--- src/rtl/snake_pkg.sv ---
// Shared defaults and width helpers for the snake tick generator.
// Latency: none, constants and pure functions only.
// Backpressure: none.
package snake_pkg;

    localparam int unsigned BASE_PERIOD_DEF     = 50_000_000;
    localparam int unsigned NO_LEVELS_DEF       = 8;
    localparam int unsigned DEBOUNCE_CYCLES_DEF = 500_000;

    // Width of the speed level: $clog2(NO_LEVELS), never below one bit
    function automatic int unsigned level_width(input int unsigned no_levels);
        return (no_levels > 1) ? $clog2(no_levels) : 1;
    endfunction

    // Width of a counter that has to hold the value n itself
    function automatic int unsigned count_width(input int unsigned n);
        return (n > 0) ? $clog2(n + 1) : 1;
    endfunction

endpackage

--- src/rtl/key_debounce.sv ---
// Push-button conditioner: 2-FF synchronizer, debounce filter, press pulse.
// Latency: press pulse DEBOUNCE_CYCLES+3 cycles after the first low sample.
// Backpressure: none, the one-cycle press pulse cannot be stalled.
module key_debounce
    import snake_pkg::*;
#(
    parameter int unsigned DEBOUNCE_CYCLES = DEBOUNCE_CYCLES_DEF
) (
    input  logic clk,
    input  logic rst_n,
    input  logic key_n,
    output logic press
);

    localparam int unsigned CW = count_width(DEBOUNCE_CYCLES);
    localparam logic [CW-1:0] CNT_LAST = CW'(DEBOUNCE_CYCLES - 1);

    logic          sync_a;
    logic          sync_b;
    logic          stable;
    logic          stable_d;
    logic [CW-1:0] cnt;

    // Two-stage synchronizer; idles high because the key is active-low
    always_ff @(posedge clk or negedge rst_n) begin
        if (!rst_n) begin
            sync_a <= 1'b1;
            sync_b <= 1'b1;
        end else begin
            sync_a <= key_n;
            sync_b <= sync_a;
        end
    end

    // Accept a new level only after a full run of samples that differ from it;
    // a sample matching the current stable value restarts the run
    always_ff @(posedge clk or negedge rst_n) begin
        if (!rst_n) begin
            stable <= 1'b1;
            cnt    <= '0;
        end else if (sync_b == stable) begin
            cnt    <= '0;
        end else if (cnt == CNT_LAST) begin
            stable <= sync_b;
            cnt    <= '0;
        end else begin
            cnt    <= cnt + CW'(1);
        end
    end

    // One-cycle pulse on a stable 1->0 transition only; releases are silent
    always_ff @(posedge clk or negedge rst_n) begin
        if (!rst_n) begin
            stable_d <= 1'b1;
            press    <= 1'b0;
        end else begin
            stable_d <= stable;
            press    <= stable_d & ~stable;
        end
    end

endmodule

--- src/rtl/snake_tick_gen.sv ---
// Speed-adjustable step strobe for the LED snake, with pause and debounced keys.
// Latency: enable_o every BASE_PERIOD>>level_o cycles; key action DEBOUNCE_CYCLES+4 after sampling.
// Backpressure: none; SNAKE_TICK_SINGLE_STEP_EN turns a faster press while paused into one step.
module snake_tick_gen
    import snake_pkg::*;
#(
    parameter int unsigned BASE_PERIOD     = BASE_PERIOD_DEF,
    parameter int unsigned NO_LEVELS       = NO_LEVELS_DEF,
    parameter int unsigned DEBOUNCE_CYCLES = DEBOUNCE_CYCLES_DEF
) (
    input  logic                                clk_i,
    input  logic                                rst_ni,
    input  logic                                key_faster_ni,
    input  logic                                key_slower_ni,
    input  logic                                key_pause_ni,
    output logic                                enable_o,
    output logic [level_width(NO_LEVELS)-1:0]   level_o,
    output logic                                paused_o
);

    localparam int unsigned LW = level_width(NO_LEVELS);
    localparam int unsigned CW = count_width(BASE_PERIOD);
    localparam logic [LW-1:0] LEVEL_MAX = LW'(NO_LEVELS - 1);

    logic [2:0]    keys_n;
    logic [2:0]    press;
    logic [31:0]   period;
    logic [CW-1:0] last;
    logic [CW-1:0] cnt;
    logic          lvl_up;
    logic          lvl_dn;
`ifdef SNAKE_TICK_SINGLE_STEP_EN
    logic          step;
`endif

    assign keys_n = {key_pause_ni, key_slower_ni, key_faster_ni};

    // One conditioner per key: [0] faster, [1] slower, [2] pause
    for (genvar k = 0; k < 3; k++) begin : g_key
        key_debounce #(
            .DEBOUNCE_CYCLES (DEBOUNCE_CYCLES)
        ) u_key_debounce (
            .clk   (clk_i),
            .rst_n (rst_ni),
            .key_n (keys_n[k]),
            .press (press[k])
        );
    end

    // Period halves per level and bottoms out at one cycle
    always_comb begin
        period = BASE_PERIOD >> level_o;
        if (period == 32'd0) begin
            period = 32'd1;
        end
        last = CW'(period - 32'd1);
    end

    // Decode presses; simultaneous faster+slower cancel, saturated presses do nothing
    always_comb begin
        lvl_up = 1'b0;
        lvl_dn = 1'b0;
`ifdef SNAKE_TICK_SINGLE_STEP_EN
        step   = 1'b0;
        if (press[0] && !press[1]) begin
            step   = paused_o;
            lvl_up = !paused_o && (level_o != LEVEL_MAX);
        end
`else
        if (press[0] && !press[1]) begin
            lvl_up = (level_o != LEVEL_MAX);
        end
`endif
        if (press[1] && !press[0]) begin
            lvl_dn = (level_o != '0);
        end
    end

    // Speed level register
    always_ff @(posedge clk_i or negedge rst_ni) begin
        if (!rst_ni) begin
            level_o <= '0;
        end else if (lvl_up) begin
            level_o <= level_o + LW'(1);
        end else if (lvl_dn) begin
            level_o <= level_o - LW'(1);
        end
    end

    // Pause flag toggles on every pause press
    always_ff @(posedge clk_i or negedge rst_ni) begin
        if (!rst_ni) begin
            paused_o <= 1'b0;
        end else if (press[2]) begin
            paused_o <= ~paused_o;
        end
    end

    // Period counter and step strobe; a level change restarts the period,
    // pause freezes the count so resume picks up where it stopped
    always_ff @(posedge clk_i or negedge rst_ni) begin
        if (!rst_ni) begin
            cnt      <= '0;
            enable_o <= 1'b0;
        end else if (lvl_up || lvl_dn) begin
            cnt      <= '0;
            enable_o <= 1'b0;
        end else if (!paused_o) begin
            if (cnt == last) begin
                cnt      <= '0;
                enable_o <= 1'b1;
            end else begin
                cnt      <= cnt + CW'(1);
                enable_o <= 1'b0;
            end
        end else begin
`ifdef SNAKE_TICK_SINGLE_STEP_EN
            enable_o <= step;
`else
            enable_o <= 1'b0;
`endif
        end
    end

endmodule

--- config.mk ---
export PLATFORM = sky130hd
export DESIGN_NAME = snake_tick_gen
export DESIGN_NICKNAME = d
export VERILOG_FILES = /design/src/rtl/snake_pkg.sv /design/src/rtl/key_debounce.sv /design/src/rtl/snake_tick_gen.sv
export SDC_FILE = /design/constraint.sdc
export NUM_CORES = 1
export LEC_CHECK = 0
export ABC_AREA = 1
export CAP_MARGIN = 40
export CORE_ASPECT_RATIO = 1.2
export CORE_MARGIN = 2
export CORE_UTILIZATION = 63
export DETAILED_ROUTE_END_ITERATION = 16
export GPL_TIMING_DRIVEN = 0
export PLACE_DENSITY = 0.8
export SLEW_MARGIN = 10
export SYNTH_ARGS = -nofsm -noshare
export SYNTH_HDL_FRONTEND = slang
export SYNTH_SLANG_ARGS = --single-unit
--- constraint.sdc ---
create_clock -name clk_i -period 2.8 [get_ports clk_i]
set_input_delay 0.42 -clock clk_i [delete_from_list [all_inputs] [get_ports clk_i]]
set_output_delay 0.42 -clock clk_i [all_outputs]
set_load 0.1 [all_outputs]
==> results by group, run 1 <==
Synth
  • Synth top area cells: dfrtp_1 36%, nand2_1 18%, nor2_1 9.1%
  • Mux contribution to synthesized area: 0.00351
  • Main combinational cell family by area after synthesis: simple AND/OR/NAND/NOR gates
  • Simple-gate share of the synthesized area: 0.411
  • Yosys top cell area share: 0.355
  • Synth Cell Area: 6410 sq um
  • Mapped Cells: roughly 930
  • Post-Synth XOR/XNOR Area: 0.0380
  • Sequential-to-total area share from yosys stat: 0.404
  • Seq cells post-synth: 103
  • Post-Syn Nets: 944
  • Area leader, netlist: dfrtp_1
  • Avg Inst Size Synth: 6.87 sq um
  • Unique masters post-synth: 37
  • Yosys synthesis warning count: 0
  • Synth Area in Compound Gates: 0.0490
  • Adder-Cell Fraction of Synth Area: 0.0129

Job
  • Max Cap Violations: 0

Status
  • Status: finished, final reports clean

Drt
  • Total wire length: 16100 um
  • DRT iter0 DRCs: 529
  • Via density per instance: roughly 5.6
  • Residual DRC: 0
  • Pre-Repair DR Iteration Count: 8
  • DR WL/cell: 14.8 um
  • Routed Antenna Nets: 0
  • Vias: 6132

STA
  • Fin. max-slew vios: 0
  • Worst Tran Pin Value: 0.610 ns
  • Max Fclk: 0.416 GHz
  • Final Hold Fails: 0
  • TNS Setup: 0 ns
  • Setup violators final: 0
  • Final period util: 0.859
  • Clk_skew: 0.00950 ns
  • Rel. slew slack: 0.593
  • Minimum clock period after layout: 2.41 ns
  • RSZ-0062 raised after global routing: false

Power
  • Clock power frac: 0.423
  • Gate power share: 0.028
  • Switching pwr: 0.631 mW
  • Leakage power: 3.37 nW
  • Cell-internal power: 2.13 mW
  • Peak VDD IR: 0.398 mV
  • Switching Share: 0.228
  • Final Power: 2.77 mW
  • Seq pwr share: 0.550
  • Power per Cell Area: 393 nW/um^2

Die
  • Initial core utilization: 0.644
  • Area of the core: 9960 sq um
  • Row cnt: 40
  • Die Span X: 96.1 um
  • Die height: 115 um
  • Io pins: 10
  • Die area: 11000 sq um

Global route
  • Initial antenna violation count: 0
  • Global Route Usage Sum: 0.310
  • First-pass GRT wire length: between 20000 and 30000 um
  • Pin count of the biggest net entering global routing: 58
  • GRT overflow: 0
  • Vias in the first global route: 5688

Critical path
  • WP data arrival: around 2.6 ns
  • Cell Chain, Critical Path: buf_4, inv_2, nand3_1, ha_1, inv_1, nand2_1, nand2_1, nand2_1, nor2_1, nand2_1, nor2_1, nand2_1, nor2_2, nand3_4, buf_6, nand2_1, nand2_1
  • Worst Setup Start Kind: flip-flop
  • CP most frequent cell: nand2_1
  • CP peak stage delay: 0.42 ns
  • Worst Reg-to-Reg Cells: 17
  • Reg-to-Reg End: cnt[24]
  • Crit-path slowest cell: dfrtp_1
  • Crit path max fanout: 10
  • Top cell family by delay on the critical path: simple AND/OR/NAND/NOR gates
  • Launch point of the worst reg-to-reg path: level_o[0]
  • CP Capture Type: flip-flop
  • Flop2flop setup slack: 0.39 ns
  • Bufs and invs on worst path: 4
  • CP required: 3.04 ns
  • Worst Setup Path Type: reg2reg

CTS
  • Num CTS Buffers: 9
  • Reg clk slew, reported paths: 0.07 ns
  • # H-tree levels: 3
  • Clk Latency, worst-skew pair: 0.35 ns
  • Hold_buf cts: 0
  • Root buffer cell: clkbuf_16
  • Sink Count: approximately 100
  • CTS Buffer Depth: 2
  • Setup Fix Bufs, Post-CTS: 0
  • CTS resizes: 0
  • CTS tree: built

Final layout
  • Reg area: 2590 sq um
  • Final Util: 0.706
  • Area of the multi-input gates: between 3000 and 4000 sq um
  • Layout cell share with drive strength beyond 1: 0.0768
  • Area grow syn2layout: 9.60%
  • ANT cells: 0
  • Filler cell count in the final layout: a little over 800
  • Final Cell Area: 7030 sq um
  • Nets: 970

Min path
  • Hold WC Path Type: in2async

Placed design
  • Placed instance area: approximately 6800 sq um
  • PortBufs: 9
  • DP Wirelength: 12000 um
  • Routability-driven placement congestion ratio: 1.00
power groups by stage:
stage / clock network [mW] / registers [mW] / logic, mW
detailed placement: 0 / 1.55 / 0.0789
floorplan: 0 / 1.54 / 0.0299
finish: 1.17 / 1.52 / 0.0766
CTS: 1.19 / 1.52 / 0.0792
global placement: 0 / 1.55 / 0.0714
global route: 1.24 / 1.52 / 0.0908
cell type report:
| cell class | count | share of cell area |
|---|---|---|
| plain buffers | 14 | 0.0151 |
| clock buffers | 11 | 0.0331 |
| well taps | 126 | 0.0224 |
| multi-input cells | 705 | 0.469 |
| repair buffers | 15 | 0.0271 |
| clock inverters | 5 | 0.00498 |
| flip-flops and latches | 103 | 0.369 |
| inverters | 111 | 0.0593 |
logic make-up (layout without fill, tap and decap cells):
group / count (synthesis) / after routing
AO/OA/AOI/OAI: 57 / 57
XOR/XNOR: 27 / 27
adder cells (fa/ha/maj): 6 / 6
buffers and inverters: 125 / 156
flip-flops: 103 / 103
multiplexers: 2 / 2
AND/OR/NAND/NOR: 613 / 613
per-layer routing:
layer  up-vias  GRT usage  routed length (um)
met5         -          0                   0
met4         0      0.124                 495
met3        44     0.0355                 714
met2       203      0.520                7930
met1      2864      0.405                6990
li1       3021          -                   -
cells in the final DEF, fill, tap and decap left out, drive strengths merged, types with 8 or more instances in the layout:
| master | Yosys | routed |
|---|---|---|
| a21oi | 29 | 29 |
| buf | 12 | 19 |
| clkbuf | 2 | 13 |
| clkdlybuf4s50 | 0 | 8 |
| dfrtp | 91 | 91 |
| dfstp | 12 | 12 |
| inv | 110 | 111 |
| nand2 | 305 | 305 |
| nand3 | 72 | 72 |
| nand4 | 33 | 33 |
| nor2 | 161 | 161 |
| nor3 | 27 | 27 |
| o21ai | 16 | 16 |
| xor2 | 26 | 26 |
cell usage after synthesis:
cell / count
nand2_1: 299
nor2_1: 155
inv_1: 106
dfrtp_1: 91
nand3_1: 70
nand4_1: 33
a21oi_1: 29
nor3_1: 25
xor2_1: 25
o21ai_0: 14
dfstp_2: 12
nand2_2: 6
nor3b_1: 6
a211oi_1: 5
buf_6: 5
ha_1: 5
nor4_1: 5
buf_2: 4
inv_2: 4
nor2_2: 4
or2_2: 4
a31oi_1: 3
buf_4: 3
a31o_2: 2
clkbuf_1: 2
mux2_2: 2
nand3_4: 2
nor2_4: 2
o21ai_1: 2
clkinv_1: 1
fa_1: 1
nor3_2: 1
nor3_4: 1
o211ai_1: 1
o21a_1: 1
xnor2_1: 1
xor2_2: 1
state kept, by name, summed over array words and instances, names as in the netlist:
register	count
g_key.u_key_debounce.sync_b	3
g_key.u_key_debounce.stable_d	3
g_key.u_key_debounce.sync_a	3
cnt	26
paused_o	1
g_key.u_key_debounce.cnt	57
g_key.u_key_debounce.stable	3
level_o	3
g_key.u_key_debounce.press	3
enable_o	1
worst max-delay path by stage:
stage | startpoint | to | slack, ns | depth (start not counted)
6_report | level_o[0] | cnt[24] | 0.39 | 17
4_1_cts | level_o[0] | cnt[24] | 0.39 | 17
5_1_grt | level_o[0] | cnt[24] | 0.14 | 17
2_1_floorplan | level_o[2] | cnt[7] | 0.08 | 17
3_5_place_dp | level_o[0] | cnt[7] | 0.41 | 17
3_3_place_gp | rst_ni | g_key[0].u_key_debounce.cnt[15] | -2.42 | 1
stage by stage:
stage | hold slack (ns) | setup WS [ns] | std cells
final | 0.0746 | 0.395 | 1090
after global routing | 0.126 | 0.140 | 1090
after CTS | 0.0920 | 0.385 | 1090
after detailed placement | 0.348 | 0.408 | 1074
after global placement | 0.347 | -2.42 | 1068
after floorplan | 0.124 | 0.0783 | 933
(Power assumes the default switching activity.)
==> inputs of run 2 (changes only) <==
--- a/config.mk
+++ b/config.mk
@@ -9,10 +9,9 @@
 export CAP_MARGIN = 40
 export CORE_ASPECT_RATIO = 1.2
 export CORE_MARGIN = 2
-export CORE_UTILIZATION = 63
+export CORE_UTILIZATION = 45
 export DETAILED_ROUTE_END_ITERATION = 16
 export GPL_TIMING_DRIVEN = 0
-export PLACE_DENSITY = 0.8
 export SLEW_MARGIN = 10
 export SYNTH_ARGS = -nofsm -noshare
 export SYNTH_HDL_FRONTEND = slang
==> run 2 against run 1 <==
The flow now finishes with violations (DRC); flip-flop and latch count is the same; register-to-register slack improved by 0.02 ns; via count fell by 5.1%; critical endpoint is now cnt[22]; largest power group unchanged.
==> results by group, run 2 (synthesis gave the netlist of run 1 again) <==
Status
  • Status: complete, but fails checks (was finished, final reports clean)
  • Failing checks: DRC

Power
  • Leakage power: 3.38 nW (was 3.37 nW)
  • Seq pwr share: 0.534 (was 0.550)
  • Gate power share: 0.028 (about the same)
  • Power per Cell Area: 400 nW/um^2 (was 393 nW/um^2)
  • Cell-internal power: 2.22 mW (was 2.13 mW)
  • Switching Share: 0.219 (was 0.228)
  • Clock power frac: 0.438 (was 0.423)
  • Switching pwr: 0.622 mW (was 0.631 mW)
  • Peak VDD IR: 0.321 mV (was 0.398 mV)

Drt
  • Routed Antenna Nets: 0 (unchanged)
  • Via density per instance: 5.12 (was 5.63)
  • Vias: 5819 (was 6132)
  • Residual DRC: 1 (was 0)
  • DR WL/cell: 13.6 um (was 14.8 um)
  • Pre-Repair DR Iteration Count: 11 (was 8)
  • Total wire length: 15400 um (was 16100 um)
  • DRT iter0 DRCs: 360 (was 529)

CTS
  • Sink Count: 103 (unchanged)
  • Hold_buf cts: 1 (was 0)
  • Num CTS Buffers: 9 (unchanged)
  • CTS resizes: 0 (unchanged)
  • Clk Latency, worst-skew pair: 0.35 ns (about the same)
  • Reg clk slew, reported paths: 0.07 ns (about the same)
  • Root buffer cell: clkbuf_16 (unchanged)
  • CTS Buffer Depth: 2 (unchanged)
  • CTS tree: built (unchanged)
  • # H-tree levels: 3 (unchanged)
  • Setup Fix Bufs, Post-CTS: 0 (unchanged)

Die
  • Row cnt: 47 (was 40)
  • Initial core utilization: 0.462 (was 0.644)
  • Area of the core: 13900 sq um (was 9960 sq um)
  • Die Span X: 113 um (was 96.1 um)
  • Die height: 135 um (was 115 um)
  • Io pins: 10 (unchanged)
  • Die area: 15200 sq um (was 11000 sq um)

STA
  • Final period util: 0.850 (was 0.859)
  • RSZ-0062 raised after global routing: false (unchanged)
  • Fin. max-slew vios: 0 (unchanged)
  • TNS Setup: 0 ns (unchanged)
  • Worst Tran Pin Value: 0.494 ns (was 0.610 ns)
  • Minimum clock period after layout: 2.38 ns (was 2.41 ns)
  • Setup ws final: 0.419 ns (was 0.395 ns)
  • Max Fclk: 0.420 GHz (was 0.416 GHz)
  • Setup violators final: 0 (unchanged)
  • Clk_skew: 0.0108 ns (was 0.00950 ns)
  • Final Hold Fails: 0 (unchanged)
  • Rel. slew slack: 0.671 (was 0.593)

Final layout
  • Non-Filler Instances: 1136 (was 1090)
  • ANT cells: 0 (unchanged)
  • Filler cell count in the final layout: 1406 (was 809)
  • Most frequent cells in the layout: 299 x nand2_1, 155 x nor2_1, 106 x inv_1 (unchanged)
  • Layout cell share with drive strength beyond 1: 0.0767 (was 0.0768)
  • Commonest non-fill, non-tap cell in the layout: nand2_1 (unchanged)
  • Final Cell Area: 7120 sq um (was 7030 sq um)
  • Area grow syn2layout: 11.0% (was 9.60%)
  • Largest register by flop count: g_key.u_key_debounce.cnt (unchanged)
  • Max reg flops: 57 (unchanged)
  • Nets: 971 (was 970)
  • Largest regs: g_key.u_key_debounce.cnt: 57 flops, cnt: 26 flops (unchanged)

Critical path
  • CP required: 3.04 ns (about the same)
  • Worst Setup Path Type: reg2reg (unchanged)
  • Crit path max fanout: 10 (unchanged)
  • Crit. Startpoint: level_o[2] (was level_o[0])
  • Worst Setup Start Kind: flip-flop (unchanged)
  • WP data arrival: 2.62 ns (was 2.64 ns)
  • Launch point of the worst reg-to-reg path: level_o[2] (was level_o[0])
  • CP Capture Type: flip-flop (unchanged)

Min path
  • Hold WC Path Type: reg2reg (was in2async)
  • Hold_sp: g_key[2].u_key_debounce.sync_a

Placed design
  • Placed cells: 1119 (was 1074)
  • Routability-driven placement congestion ratio: 0.967 (was 1.00)
  • Post-Place Setup Slack: 0.414 ns (was 0.408 ns)
  • PortBufs: 9 (unchanged)
  • Placed instance area: 6820 sq um (was 6760 sq um)
  • DP Wirelength: 11800 um (was 12000 um)

Global route
  • Initial antenna violation count: 0 (unchanged)
  • GRT overflow: 0 (unchanged)
  • First-pass GRT wire length: 26000 um (was 26500 um)
  • Pin count of the biggest net entering global routing: 72 (was 58)
  • Vias in the first global route: 5505 (was 5688)
  • Global Route Usage Sum: 0.213 (was 0.310)

Job
  • Max Cap Violations: 0 (unchanged)
==> run 2: changes by cell type in the layout (fill, tap and decap cells not counted) <==
cell	change
buf_4	-1
buf_6	+1
bufinv_16	+1
clkinv_2	-1
clkinv_4	-1
clkinvlp_4	+1
dlygate4sd3_1	+1
inv_6	+1
inv_8	-1
==> run 2: final timing paths <==
| path | endpoint | cells past startpoint | slack [ns] |
|---|---|---|---|
| max | cnt[22] | 17 | 0.42 |
| min | g_key[2].u_key_debounce.sync_b | 0 | 0.36 |
| max reg2reg | cnt[22] | 17 | 0.42 |
| min reg2reg | g_key[2].u_key_debounce.sync_b | 0 | 0.36 |
| max in group asynchronous | g_key[2].u_key_debounce.sync_b | 3 | 1.59 |
| min in group asynchronous | cnt[0] | 2 | 0.51 |
==> run 2: layout make-up <==
class	count	area [sq um]	share of cell area
plain buffers	14	106	0.0149
clock inverters	5	56.3	0.00791
inverters	111	417	0.0585
clock buffers	11	233	0.0327
multi-input cells	705	3300	0.463
repair buffers	16	204	0.0286
flip-flops and latches	103	2590	0.364
well taps	171	214	0.0301
==> run 2: stage by stage <==
step / utilization / hold WS [ns] / power [mW]
final: 0.513 / 0.359 / 2.84
after global routing: 0.513 / 0.365 / 2.97
after global placement: 0.484 / 0.346 / 1.62
after CTS: 0.513 / 0.360 / 2.89
after detailed placement: 0.491 / 0.331 / 1.63
after floorplan: - / 0.124 / 1.57
==> run 2: power groups by stage <==
| stage | registers (mW) | logic (mW) | clock network (mW) |
|---|---|---|---|
| CTS | 1.52 | 0.0825 | 1.29 |
| floorplan | 1.54 | 0.0299 | 0 |
| finish | 1.52 | 0.0789 | 1.25 |
| detailed placement | 1.55 | 0.0810 | 0 |
| global route | 1.52 | 0.0924 | 1.35 |
| global placement | 1.55 | 0.0751 | 0 |
==> run 2: metal layers <==
| layer | routed length, um | track usage | vias to the layer above |
|---|---|---|---|
| li1 | - | - | 3020 |
| met5 | 0 | 0 | - |
| met4 | 276 | 0.0657 | 0 |
| met2 | 7590 | 0.370 | 97 |
| met1 | 7060 | 0.274 | 2680 |
| met3 | 482 | 0.0337 | 22 |
==> run 2: critical path: stages (launching register included) <==
cell,delay [ns]
dfrtp_1,0.40
buf_6,0.19
buf_6,0.16
nand3_1,0.09
ha_1,0.30
inv_1,0.06
nand2_1,0.04
nand2_1,0.09
nand2_1,0.06
nor2_1,0.09
nand2_1,0.05
nor2_1,0.08
nand2_1,0.07
nor2_2,0.12
nand3_4,0.16
buf_6,0.19
nand2_1,0.06
nand2_1,0.05
==> inputs of run 3 (changes only) <==
--- a/config.mk
+++ b/config.mk
@@ -12,6 +12,7 @@
 export CORE_UTILIZATION = 45
 export DETAILED_ROUTE_END_ITERATION = 16
 export GPL_TIMING_DRIVEN = 0
+export RECOVER_POWER = 25
 export SLEW_MARGIN = 10
 export SYNTH_ARGS = -nofsm -noshare
 export SYNTH_HDL_FRONTEND = slang
==> run 3 against run 2 <==
The flow finishes with violations (DRC, capacitance limit, slew limit); design area fell by 0.11%; clock skew barely moved; register-to-register slack barely moved; sequential share of layout area barely moved.
==> results by group, run 3 (synthesis gave the netlist of run 1 again) <==
Die
  • Io pins: 10 (unchanged)
  • Die height: 135 um (unchanged)
  • Initial core utilization: 0.462 (unchanged)
  • Die area: 15200 sq um (unchanged)
  • Area of the core: 13900 sq um (unchanged)
  • Row cnt: 47 (unchanged)
  • Die Span X: 113 um (unchanged)

STA
  • RSZ-0062 raised after global routing: false (unchanged)
  • TNS Setup: 0 ns (unchanged)
  • Max Fclk: 0.418 GHz (was 0.420 GHz)
  • Final Hold Fails: 0 (unchanged)
  • Clk_skew: 0.0108 ns (about the same)
  • Minimum clock period after layout: 2.39 ns (was 2.38 ns)
  • Rel. slew slack: -0.328 (was 0.671)
  • Fin. max-slew vios: 33 (was 0)
  • Setup violators final: 0 (unchanged)
  • Final period util: 0.854 (was 0.850)
  • Worst Tran Pin Value: 1.99 ns (was 0.494 ns)
  • Hold_ws: 0.359 ns (about the same)

Power
  • Clock power frac: 0.438 (about the same)
  • Final Power: 2.84 mW (about the same)
  • Seq pwr share: 0.535 (was 0.534)
  • Switching pwr: 0.621 mW (was 0.622 mW)
  • Gate power share: 0.027 (was 0.028)
  • Peak VDD IR: 0.321 mV (about the same)
  • Switching Share: 0.219 (about the same)
  • Cell-internal power: 2.22 mW (about the same)
  • Leakage power: 3.38 nW (about the same)
  • Power per Cell Area: 400 nW/um^2 (about the same)

Global route
  • Initial antenna violation count: 0 (unchanged)
  • Global Route Usage Sum: 0.213 (unchanged)
  • GRT overflow: 0 (unchanged)
  • Pin count of the biggest net entering global routing: 72 (unchanged)
  • First-pass GRT wire length: 26000 um (unchanged)
  • Vias in the first global route: 5505 (unchanged)

CTS
  • Reg clk slew, reported paths: 0.07 ns (about the same)
  • CTS tree: built (unchanged)
  • Num CTS Buffers: 9 (unchanged)
  • CTS Buffer Depth: 2 (unchanged)
  • CTS resizes: 0 (unchanged)
  • Setup Fix Bufs, Post-CTS: 0 (unchanged)
  • Clk Latency, worst-skew pair: 0.35 ns (about the same)
  • # H-tree levels: 3 (unchanged)
  • Sink Count: 103 (unchanged)
  • Root buffer cell: clkbuf_16 (unchanged)

Final layout
  • Layout cell share with drive strength beyond 1: 0.0715 (was 0.0767)
  • Final Util: 0.512 (was 0.513)
  • Final Cell Area: 7110 sq um (was 7120 sq um)
  • ANT cells: 0 (unchanged)
  • Reg area: 2590 sq um (unchanged)
  • Max reg flops: 57 (unchanged)
  • Largest regs: g_key.u_key_debounce.cnt: 57 flops, cnt: 26 flops (unchanged)
  • Nets: 971 (unchanged)
  • Area of the multi-input gates: 3300 sq um (unchanged)
  • Most frequent cells in the layout: 299 x nand2_1, 155 x nor2_1, 106 x inv_1 (unchanged)
  • Filler cell count in the final layout: 1408 (was 1406)
  • Commonest non-fill, non-tap cell in the layout: nand2_1 (unchanged)
  • Largest register by flop count: g_key.u_key_debounce.cnt (unchanged)
  • Area grow syn2layout: 10.9% (was 11.0%)

Critical path
  • WP data arrival: 2.63 ns (was 2.62 ns)
  • Worst Setup Path Type: reg2reg (unchanged)
  • CP Capture Type: flip-flop (unchanged)
  • Crit path max fanout: 10 (unchanged)
  • CP required: 3.04 ns (about the same)
  • Worst Setup Start Kind: flip-flop (unchanged)

Placed design
  • Placed instance area: 6820 sq um (unchanged)
  • PortBufs: 9 (unchanged)
  • DP Wirelength: 11800 um (unchanged)
  • Routability-driven placement congestion ratio: 0.967 (unchanged)

Drt
  • Via density per instance: 5.11 (was 5.12)
  • Total wire length: 15400 um (about the same)
  • DR WL/cell: 13.5 um (was 13.6 um)
  • Vias: 5807 (was 5819)
  • Routed Antenna Nets: 0 (unchanged)
  • DRT iter0 DRCs: 347 (was 360)
  • Pre-Repair DR Iteration Count: 11 (unchanged)
  • Residual DRC: 1 (unchanged)

Status
  • Failing checks: DRC, capacitance limit, slew limit (was DRC)
  • Status: complete, but fails checks (unchanged)

Job
  • Max Cap Violations: 1 (was 0)

Min path
  • Hold WC Path Type: reg2reg (unchanged)
-- run 3: cell types whose count changed in the layout (fill, tap and decap cells not counted), sizes merged --
cell           change
clkdlybuf4s50      -3
buf                -1
dlygate4sd3        +3
clkbuf             +1
-- run 3: routing by layer --
layer  up-vias  track usage  wire length [um]
met1      2664        0.274              6990
met5         -            0                 0
met3        20       0.0337               527
met4         0       0.0657               265
li1       3019            -                 -
met2       104        0.370              7580
-- run 3: final cells by class --
class	instances	share of cell area
multi-input combinational	705	0.464
sequential	103	0.365
inverter	111	0.0586
clock buffer	11	0.0327
tap	171	0.0301
timing repair buffer	16	0.0276
buffer	14	0.0150
clock inverter	5	0.00792
-- run 3: path summary, 6_finish.rpt --
path	from	endpoint	slack, ns	depth (start not counted)
setup / recovery	level_o[2]	cnt[22]	0.41	17
hold / removal	g_key[2].u_key_debounce.sync_a	g_key[2].u_key_debounce.sync_b	0.36	0
setup reg to reg	level_o[2]	cnt[22]	0.41	17
hold reg to reg	g_key[2].u_key_debounce.sync_a	g_key[2].u_key_debounce.sync_b	0.36	0
max in group asynchronous	rst_ni	g_key[2].u_key_debounce.sync_b	0.46	3
min in group asynchronous	rst_ni	cnt[0]	1.16	2
-- run 3: power groups by stage --
stage	combinational (mW)	clock [mW]	sequential, mW
floorplan	0.0299	0	1.54
global placement	0.0751	0	1.55
detailed placement	0.0810	0	1.55
CTS	0.0825	1.29	1.52
global route	0.0907	1.35	1.52
finish	0.0769	1.25	1.52
-- run 3: repair_timing --
action,4_1_cts,5_1_grt
hold buffers,1,0
hold endpoints to repair,32,0
endpoints found under the setup margin,0,0
-- run 3: metrics by stage --
stage / std cells / setup slack, ns
detailed placement: 1119 / 0.414
CTS: 1136 / 0.404
global placement: 1113 / -2.68
global route: 1136 / 0.109
finish: 1136 / 0.408
floorplan: 933 / 0.0783
-- run 3: worst max-delay path, cell delays in order, from the launching register on --
cell	delay, ns
dfrtp_1	0.40
buf_6	0.19
buf_6	0.16
nand3_1	0.09
ha_1	0.30
inv_1	0.06
nand2_1	0.04
nand2_1	0.09
nand2_1	0.06
nor2_1	0.09
nand2_1	0.05
nor2_1	0.08
nand2_1	0.07
nor2_2	0.12
nand3_4	0.17
buf_6	0.19
nand2_1	0.06
nand2_1	0.05
==> RTL change (config.mk and constraints of run 1) <==
The package constant `NO_LEVELS_DEF` goes from 8 to 9.
--- a/src/rtl/snake_pkg.sv
+++ b/src/rtl/snake_pkg.sv
@@ -4,7 +4,7 @@
 package snake_pkg;
 
     localparam int unsigned BASE_PERIOD_DEF     = 50_000_000;
-    localparam int unsigned NO_LEVELS_DEF       = 8;
+    localparam int unsigned NO_LEVELS_DEF       = 9;
     localparam int unsigned DEBOUNCE_CYCLES_DEF = 500_000;
 
     // Width of the speed level: $clog2(NO_LEVELS), never below one bit
Ports: changed (resized level_o); port bits go from 10 to 11. No check against the original RTL was run, so the function may have changed too.
==> RTL change against run 1 <==
- first-iteration DRC count decreased by 48%
- sequential cell count grew 1
- synthesized cell count fell by 11%
- setup slack worse by 0.30 ns
- combinational power up 5.1%
- wire length down 9.3%
- design area is 0.43% higher
- area after synthesis is 3.7% lower
- via count shrank 8.6%
- power increased by 8.1%
- highest routed layer unchanged
==> RTL change: results (changes against run 1) <==
| Metric | Value |
|---|---|
| Outcome | complete, no violations |
| Seq/total area | 37.2% (+0.27 points) |
| Nets | 883 (-9.0%) |
| Met1 usage | 35.2% (-5.3 points) |
| RR Startpoint | level_o[3]$_DFFE_PN0N_ |
| Number of port buffers | 10 (+1) |
| Multi-input gates | 599 (-15%) |
| DR WL met2 | 7620 um (-3.8%) |
| Pre-Repair DR Iteration Count | 6 (-2) |
| Post-synth top cells | 215 x nand2_1, 105 x inv_1, 96 x nor2_1 |
| FF-to-FF setup slack | 0.1 ns (-0.30 ns) |
| Count of different cell masters after synthesis | 40 (+8.1%) |
| Share of layout cells above drive strength 1 | 11.0% (+3.3 points) |
| Vias in the first global route | 5284 (-7.1%) |
| Fin Clk Skew | 0.00942 ns (-0.0000765 ns) |
| Initial drt markers | 277 (-48%) |
| DP HPWL | 10500 um (-13%) |
| Signal inverters | 107 (-3.6%) |
| Mapped Nets | 842 (-11%) |
| P per Cell Area | 423 nW/um2 (+7.6%) |
| Peak VDD IR | 0.470 mV (+18%) |
| Switch share | 21.8% (-0.98 points) |
| Total Power | 2.99 mW (+8.1%) |
| Layout clock area frac | 4.63% (+0.82 points) |
| Buffers excl. clock | 49 (+69%) |
[RTL change: worst min-delay path by stage]
stage | cells past startpoint | from | to | slack, ns
2_1_floorplan | 0 | rst_ni | cnt[0]$_DFFE_PN0P_ | 0.12
3_3_place_gp | 0 | g_key[0].u_key_debounce.sync_a$_DFF_PN1_ | g_key[0].u_key_debounce.sync_b$_DFF_PN1_ | 0.35
3_5_place_dp | 0 | g_key[1].u_key_debounce.sync_a$_DFF_PN1_ | g_key[1].u_key_debounce.sync_b$_DFF_PN1_ | 0.35
4_1_cts | 1 | rst_ni | level_o[3]$_DFFE_PN0N_ | 0.18
5_1_grt | 1 | rst_ni | level_o[0]$_DFFE_PN0N_ | 0.22
6_report | 1 | rst_ni | level_o[1]$_DFFE_PN0N_ | 0.15
[RTL change: cells by family after synthesis]
group / synth area share (%)
buf+inv: 8.57
fa+ha+maj: 1.74
flops: 42.4
simple gates: 33.2
mux: 0.709
xor+xnor: 7.66
compound gates: 5.69
